--- config.mk ---
export PLATFORM = sky130hd
export DESIGN_NAME = vram_arbiter
export DESIGN_NICKNAME = d
export VERILOG_FILES = /design/src/rtl/vga_pkg.sv /design/src/rtl/rr_arb2.sv /design/src/rtl/vram_arbiter.sv
export SDC_FILE = /design/constraint.sdc
export NUM_CORES = 1
export LEC_CHECK = 0
export CORE_ASPECT_RATIO = 0.6
export CORE_UTILIZATION = 30
export CTS_CLUSTER_SIZE = 20
export DETAILED_ROUTE_END_ITERATION = 7
export DONT_BUFFER_PORTS = 1
export HOLD_SLACK_MARGIN = 0.12
export REMOVE_ABC_BUFFERS = 1
export SLEW_MARGIN = 10
export SYNTH_ARGS = -nofsm -noshare
export SYNTH_HDL_FRONTEND = slang
export SYNTH_SLANG_ARGS = --single-unit
--- constraint.sdc ---
create_clock -name clk_50M -period 3.98 [get_ports clk_50M]
set_input_delay 0.796 -clock clk_50M [delete_from_list [all_inputs] [get_ports clk_50M]]
set_output_delay 0.796 -clock clk_50M [all_outputs]
set_load 0.02 [all_outputs]
--- src/rtl/vga_pkg.sv ---
// Shared VGA/VRAM constants and the VRAM slot-owner encoding.
package vga_pkg;

   localparam int H_ACTIVE_DEF = 640;
   localparam int V_ACTIVE_DEF = 480;
   localparam int ADDR_W_DEF   = 19;
   localparam int DATA_W_DEF   = 8;

   typedef enum logic [1:0] {
      SLOT_IDLE,
      SLOT_VID,
      SLOT_WR0,
      SLOT_WR1
   } slot_t;

endpackage

--- src/rtl/rr_arb2.sv ---
// Two-way round-robin arbiter; remembers the last winner so that
// two continuous requesters alternate.
module rr_arb2 (
   input  logic       clk,
   input  logic       reset,
   input  logic       en,
   input  logic [1:0] req,
   output logic [1:0] gnt
);

   logic last;

   always_comb begin
      gnt = 2'b00;
      if (en) begin
         unique case (req)
            2'b01:   gnt = 2'b01;
            2'b10:   gnt = 2'b10;
            2'b11:   gnt = last ? 2'b01 : 2'b10;
            default: gnt = 2'b00;
         endcase
      end
   end

   // Starts at 1 so writer 0 wins the first contested slot.
   always_ff @(posedge clk or negedge reset) begin
      if (!reset) begin
         last <= 1'b1;
      end else if (|gnt) begin
         last <= gnt[1];
      end
   end

endmodule

--- src/rtl/vram_arbiter.sv ---
// Single-port VRAM owner: scanout reads take priority on each pixel
// advance, remaining cycles go round-robin to the two writers.
module vram_arbiter
   import vga_pkg::*;
#(
   parameter int DATA_W   = DATA_W_DEF,
   parameter int ADDR_W   = ADDR_W_DEF,
   parameter int H_ACTIVE = H_ACTIVE_DEF,
   parameter int V_ACTIVE = V_ACTIVE_DEF
) (
   input  logic              clk_50M,
   input  logic              reset,
   input  logic [9:0]        row,
   input  logic [9:0]        col,
   output logic [DATA_W-1:0] pix_data,
   output logic              pix_valid,
   output logic              vblank_start,
   input  logic              wr0_req,
   input  logic [ADDR_W-1:0] wr0_addr,
   input  logic [DATA_W-1:0] wr0_data,
   output logic              wr0_gnt,
   input  logic              wr1_req,
   input  logic [ADDR_W-1:0] wr1_addr,
   input  logic [DATA_W-1:0] wr1_data,
   output logic              wr1_gnt,
   output logic [ADDR_W-1:0] mem_addr,
   output logic [DATA_W-1:0] mem_wdata,
   output logic              mem_we,
   output logic              mem_re,
   input  logic [DATA_W-1:0] mem_rdata
);

   localparam logic [9:0] H_LIM = 10'(H_ACTIVE);
   localparam logic [9:0] V_LIM = 10'(V_ACTIVE);

   logic              run;
   logic [9:0]        col_q;
   logic [9:0]        row_q;
   logic              rd_q;
   logic              vid_need;
   logic              vid_slot;
   logic              arb_en;
   logic [1:0]        req;
   logic [1:0]        gnt;
   logic [ADDR_W-1:0] vid_addr;
   slot_t             owner;

   assign vid_need = (col != col_q) && (row < V_LIM) && (col < H_LIM);
   assign vid_slot = run && vid_need;
   assign arb_en   = run && !vid_need;
   assign req      = {wr1_req, wr0_req};

   assign vid_addr = ADDR_W'(row) * ADDR_W'(H_ACTIVE) + ADDR_W'(col);

   rr_arb2 u_arb (
      .clk   (clk_50M),
      .reset (reset),
      .en    (arb_en),
      .req   (req),
      .gnt   (gnt)
   );

   always_comb begin
      owner = SLOT_IDLE;
      unique case (1'b1)
         vid_slot: owner = SLOT_VID;
         gnt[0]:   owner = SLOT_WR0;
         gnt[1]:   owner = SLOT_WR1;
         default:  owner = SLOT_IDLE;
      endcase
   end

   always_comb begin
      mem_re    = 1'b0;
      mem_we    = 1'b0;
      mem_addr  = '0;
      mem_wdata = '0;
      wr0_gnt   = 1'b0;
      wr1_gnt   = 1'b0;
      unique case (owner)
         SLOT_VID: begin
            mem_re   = 1'b1;
            mem_addr = vid_addr;
         end
         SLOT_WR0: begin
            mem_we    = 1'b1;
            mem_addr  = wr0_addr;
            mem_wdata = wr0_data;
            wr0_gnt   = 1'b1;
         end
         SLOT_WR1: begin
            mem_we    = 1'b1;
            mem_addr  = wr1_addr;
            mem_wdata = wr1_data;
            wr1_gnt   = 1'b1;
         end
         default: ;
      endcase
   end

   assign vblank_start = run && (row == V_LIM) && (row_q != V_LIM);

   always_ff @(posedge clk_50M or negedge reset) begin
      if (!reset) begin
         run   <= 1'b0;
         col_q <= '0;
         row_q <= '0;
      end else begin
         run   <= 1'b1;
         col_q <= col;
         row_q <= row;
      end
   end

   // Read data arrives one cycle after mem_re; register it once more.
   always_ff @(posedge clk_50M or negedge reset) begin
      if (!reset) begin
         rd_q      <= 1'b0;
         pix_valid <= 1'b0;
         pix_data  <= '0;
      end else begin
         rd_q      <= (owner == SLOT_VID);
         pix_valid <= rd_q;
         if (rd_q) begin
            pix_data <= mem_rdata;
         end
      end
   end

endmodule

# Word level (Yosys, flattened, before mapping)
# Cells that the tools add are included.
# Widths: inputs -> output; s select.
[totals]
elab_cells = 39
in_bits = 86
reg_bits = 32
output_inout_bits = 41
[op_classes]
eq_ne = 9
reduce_logical = 9
n_addsub = 1
mul = 1
muxes = 10
magnitude_cmp = 2
[ops]
columns = ["cell", "count"]
rows = [
  ["$pmux 19 s3", 1],
  ["$add 19x10->19", 1],
  ["$pmux 8 s2", 1],
  ["$mul 10x3->12 const B", 1],
  ["$pmux 2 s3", 2],
  ["$eq 10x9->1 const B", 1],
  ["$lt 10x10->1 const B", 1],
  ["$lt 10x9->1 const B", 1],
  ["$ne 10x10->1", 1],
  ["$ne 10x9->1 const B", 1],
  ["$eq 2x2->1 const B", 4],
  ["$logic_and 1x1->1", 6],
  ["$eq 2x1->1 const B", 2],
  ["$mux 1", 4],
  ["$mux 2", 2],
  ["$reduce_or 2->1", 2],
  ["$logic_not 1->1", 1],
]

# Depth between registers and ports, before layout
[depth]
ltp_word = 10
ltp_mapped = 9
mapped_depth_nobuf = 9

# By module
# From an unflattened synthesis, not the netlist that was laid out.
[unflattened]
hier_cells = 265
hier_area_um2 = 2444.8
[modules_own_cells]
columns = ["mod", "instances", "area_per_inst_um2", "cells_each", "seq_area_each_um2"]
rows = [
  ["vram_arbiter", 1, 2382.3, 257, 775.7],
  ["rr_arb2", 1, 62.6, 8, 26.3],
]

# Worst setup path after synthesis
# OpenSTA, ideal clock, no wires.
[synth_path]
path_kind = "input port to output port"
from = "input port row[1]"
to = "output port mem_addr[17]"
path_stages = 9
required_time_ns = 3.184
arrival_time_ns = 3.176
setup_slack_ns = 0.008
n_path_buf = 0
path_cell_list = "ha_1 > ha_1 > fa_1 > a211oi_2 > nor2_1 > nor4_1 > and4_1 > xnor2_1 > o31ai_2"
[synth_via]
elab_chain_len = 9
elab_cells_between_ends = 14
cone_classes = "add/sub (1); mul (1); order compare (1); eq/ne (3); mux (3); reduce/logical (5)"
[synth_rtl]
columns = ["item", "line", "rtl"]
rows = [
  ["start: declaration", "vram_arbiter.sv:13", "input logic [9:0] row,"],
  ["branches (longest 8 deep; another with $add 19x10->19)", "--", ""],
  ["$pmux 19 s3 *", "vram_arbiter.sv:80", "unique case (owner)"],
  ["end: declaration", "vram_arbiter.sv:26", "output logic [ADDR_W-1:0] mem_addr,"],
]
# Mark *: on every way between the ends.

# Worst setup path after layout
[layout_path]
from = "input port row[3]"
to = "output port mem_addr[17]"
# The elaborated chain is that of the path after synthesis.

==> impl_results.md <==
- Final Hold Slack: around 220 ps
- Starting Density: 32.2%
- Hold Path Class: in2async
- Detailed Routing Iterations Pass 1: 4
- DR WL/cell: around 19 µm
- Share of the synthesized area in the top cell type: 32.0%
- Port Buf Inserts: 0
- CP Buf/Inv Count: 2
- RSZ-0062 raised after global routing: false
- Yosys cell types: 58
- Switching Fraction: 31.3%
- Die H: 71.6 µm
- Storage element area: between 800 and 900 µm²
- RR Endpoint: u_arb.last
- DR vias/cell: 5.52
- CTS root buf: clkbuf_16
- Met1 wire length: 3460 µm
- Top-count cell post-synth: dfrtp_1
- Synth Register Bits: 32
- Setup-failing EPs final: 0
- Metal2 WL: ~3000 µm
- R2R cell count: 7
- Post-Route Skew: 3.20 ps
- CP required: 3180 ps
- Register area share after synthesis: 33.1%
- Async set-or-reset flop fraction in the synthesized netlist: 100%
- Global-route wire length before repair: ~11,000 µm
- Placer Congestion: approximately 0.88
- Pwr per Cell Area: 411 nW/µm²
- Core Footprint: 7540 µm²
- Gr ovfl total: 0
- Internal power: 0.000821 W
- Avg Cell Area, Syn: between 9 and 10 µm²
- Min cycle time layout: 3890 ps
- Area grow syn2layout: 20.0%
- CTS Sinks: 32
- Setup TNS: 0 ps
- Ys Warns: 0
- Post-synth EDFFs: 0
- Critical Path Source Type: input port
- Row cnt: 24
- Num CTS Buffers: 5
- Vias in the first global route: roughly 2,000
- FF-to-FF Start: col_q[2]
- Crit path capture type: primary output
- Clk buf depth: 2
- Worst Path Arrival: 3090 ps
- Highest metal used: met4
- Post-CTS Hold Fix Bufs: 0
- Met3 wire len: roughly 640 µm
- Switching Power: 0.000375 W
- Cells after synthesis: 245
- Status: complete, no violations
- Slew margin rel.: 51.4%
- P_leak: approximately 1.2 nW
- Area of the multi-input gates: 1570 µm²
- Flop pwr share: 33.4%
- CTS tree: done
- Crit Path Max Fanout: 5
- Via Count: 2,052
- Max-cap violations: 0
- FMAX: 0.257 GHz
- Max VDD drop: 0.000197 V
- Largest area contributor in the netlist: dfrtp_1
- H-tree depth: 2
- Worst path top cell family by delay: simple AND/OR/NAND/NOR gates
- Detailed Route Iter0 Violations: 111
- Max incr delay on CP: between 400 and 500 ps
- Diode count: 0
- Worst path slowest cell: or4_4
- Final slew viol count: 0
- Slew @ Worst Pin: between 700 and 800 ps
- Fill cell count: between 700 and 800
- Worst-skew pair later-pin latency: between 200 and 300 ps
- Die Width: between 100 and 150 µm
- Detail Route Antenna Nets: 0
- CTS clk-pin slew, worst paths: approximately 50 ps
- Final Power: about 0.0012 W
- Initial antenna violation count: 0
- HPWL Detailed: 6030 µm
- WL final: between 7000 and 8000 µm
- Clk pwr share: 34.9%
- Final Hold Viols: 0
- IO Count: 127
- Leading post-synthesis cells by cell area: dfrtp_1 32%, ha_1 9.8%, xnor2_1 5.4%, a22o_1 5.1%, mux2_2 3.7%
- Crit-path cells: ha_1 > ha_1 > a211oi_2 > buf_4 > or4_4 > o2111ai_2 > and4_1 > xnor2_1 > o31ai_2 > buf_4
- Post-route clock period utilization: 97.6%
- Largest net degree at the start of global routing: 33
- Cell area after synthesis: 2420 µm²
- Share of cells above drive strength 1: a little under a quarter
- Die area: roughly 8500 µm²
- Number of nets in the layout: 374
- GRT Overall Usage: 16.7%
- DRC errors left: 0
- Top FF cell, synth: dfrtp_1
- Power share of the combinational group: 31.7%
- Worst R2R Setup Slack: 2010 ps
- Synth top cells by count: 31 x dfrtp_1, 19 x ha_1, 18 x nor2_1
- Crit Path Category: in2out
metrics by stage:
stage	cell area, µm²	instances	setup slack [ps]	utilization [%]
floorplan	2350	230	7.98	-
global placement	2710	364	59.3	35.9
detailed placement	2710	364	-52.8	35.9
CTS	2880	372	20.9	38.2
global route	2910	372	16.0	38.6
finish	2910	372	94.6	38.6
registers in the layout, summed over array words and instances (netlist names):
signal,count
run,1
u_arb.last,1
rd_q,1
pix_data,8
row_q,10
col_q,10
pix_valid,1
cell families after synthesis:
kind of cell | count (synthesis) | synth area share [%]
buf+inv | 20 | 3.72
xor+xnor | 21 | 7.59
fa+ha+maj | 21 | 11.5
flops | 32 | 33.1
other cells | 1 | 0.155
compound gates | 80 | 26.1
mux | 8 | 3.72
simple gates | 62 | 14.2
cells in the final DEF, fill, tap and decap left out, types with 5 or more instances in the layout:
master / synthesis / routed
dfrtp_1: 31 / 31
buf_4: 2 / 30
ha_1: 19 / 19
nor2_1: 18 / 18
xnor2_1: 15 / 15
a22o_1: 14 / 14
a22oi_1: 11 / 11
a211oi_1: 10 / 10
nand2_1: 9 / 9
mux2_2: 8 / 8
a21oi_1: 7 / 7
o21ai_0: 6 / 6
xor2_1: 6 / 5
nand4_1: 5 / 5
inv_1: 5 / 5
clkbuf_16: 0 / 5
worst max-delay path by stage:
| stage | from | endpoint | slack [ps] | cells after the start |
|---|---|---|---|---|
| floorplan | row[1] | mem_addr[17] | 8 | 9 |
| global placement | row[1] | mem_addr[17] | 60 | 10 |
| detailed placement | row[1] | mem_addr[18] | -50 | 10 |
| CTS | row[1] | mem_addr[17] | 20 | 10 |
| global route | row[1] | mem_addr[18] | 20 | 9 |
| finish | row[3] | mem_addr[17] | 90 | 10 |
area by class of cell:
type / count / area share, %
clock buffer: 6 / 4.43
clock inverter: 2 / 1.20
inverter: 5 / 0.645
multi-input combinational: 193 / 53.9
sequential: 32 / 27.6
tap: 104 / 4.47
timing repair buffer: 30 / 7.74
layer usage:
metal	GRT usage (%)	vias to the layer above
li1	-	982
met1	23.7	966
met2	24.4	100
met3	6.05	4
met4	3.42	0
met5	0	-
repair_timing:
action                     4_1_cts  5_1_grt
setup buffers                    0        0
setup endpoints to repair        1        4
gates resized for setup          1        6
pin swaps                        0        1
power groups by stage:
stage	Clock, W	Sequential [W]	Combinational (W)
detailed placement	0	0.000405	0.000367
global route	0.000447	0.000403	0.000414
CTS	0.000430	0.000400	0.000371
floorplan	0	0.000401	0.000263
finish	0.000417	0.000400	0.000379
global placement	0	0.000404	0.000364
Note: power is estimated with default switching activity, not from simulation.
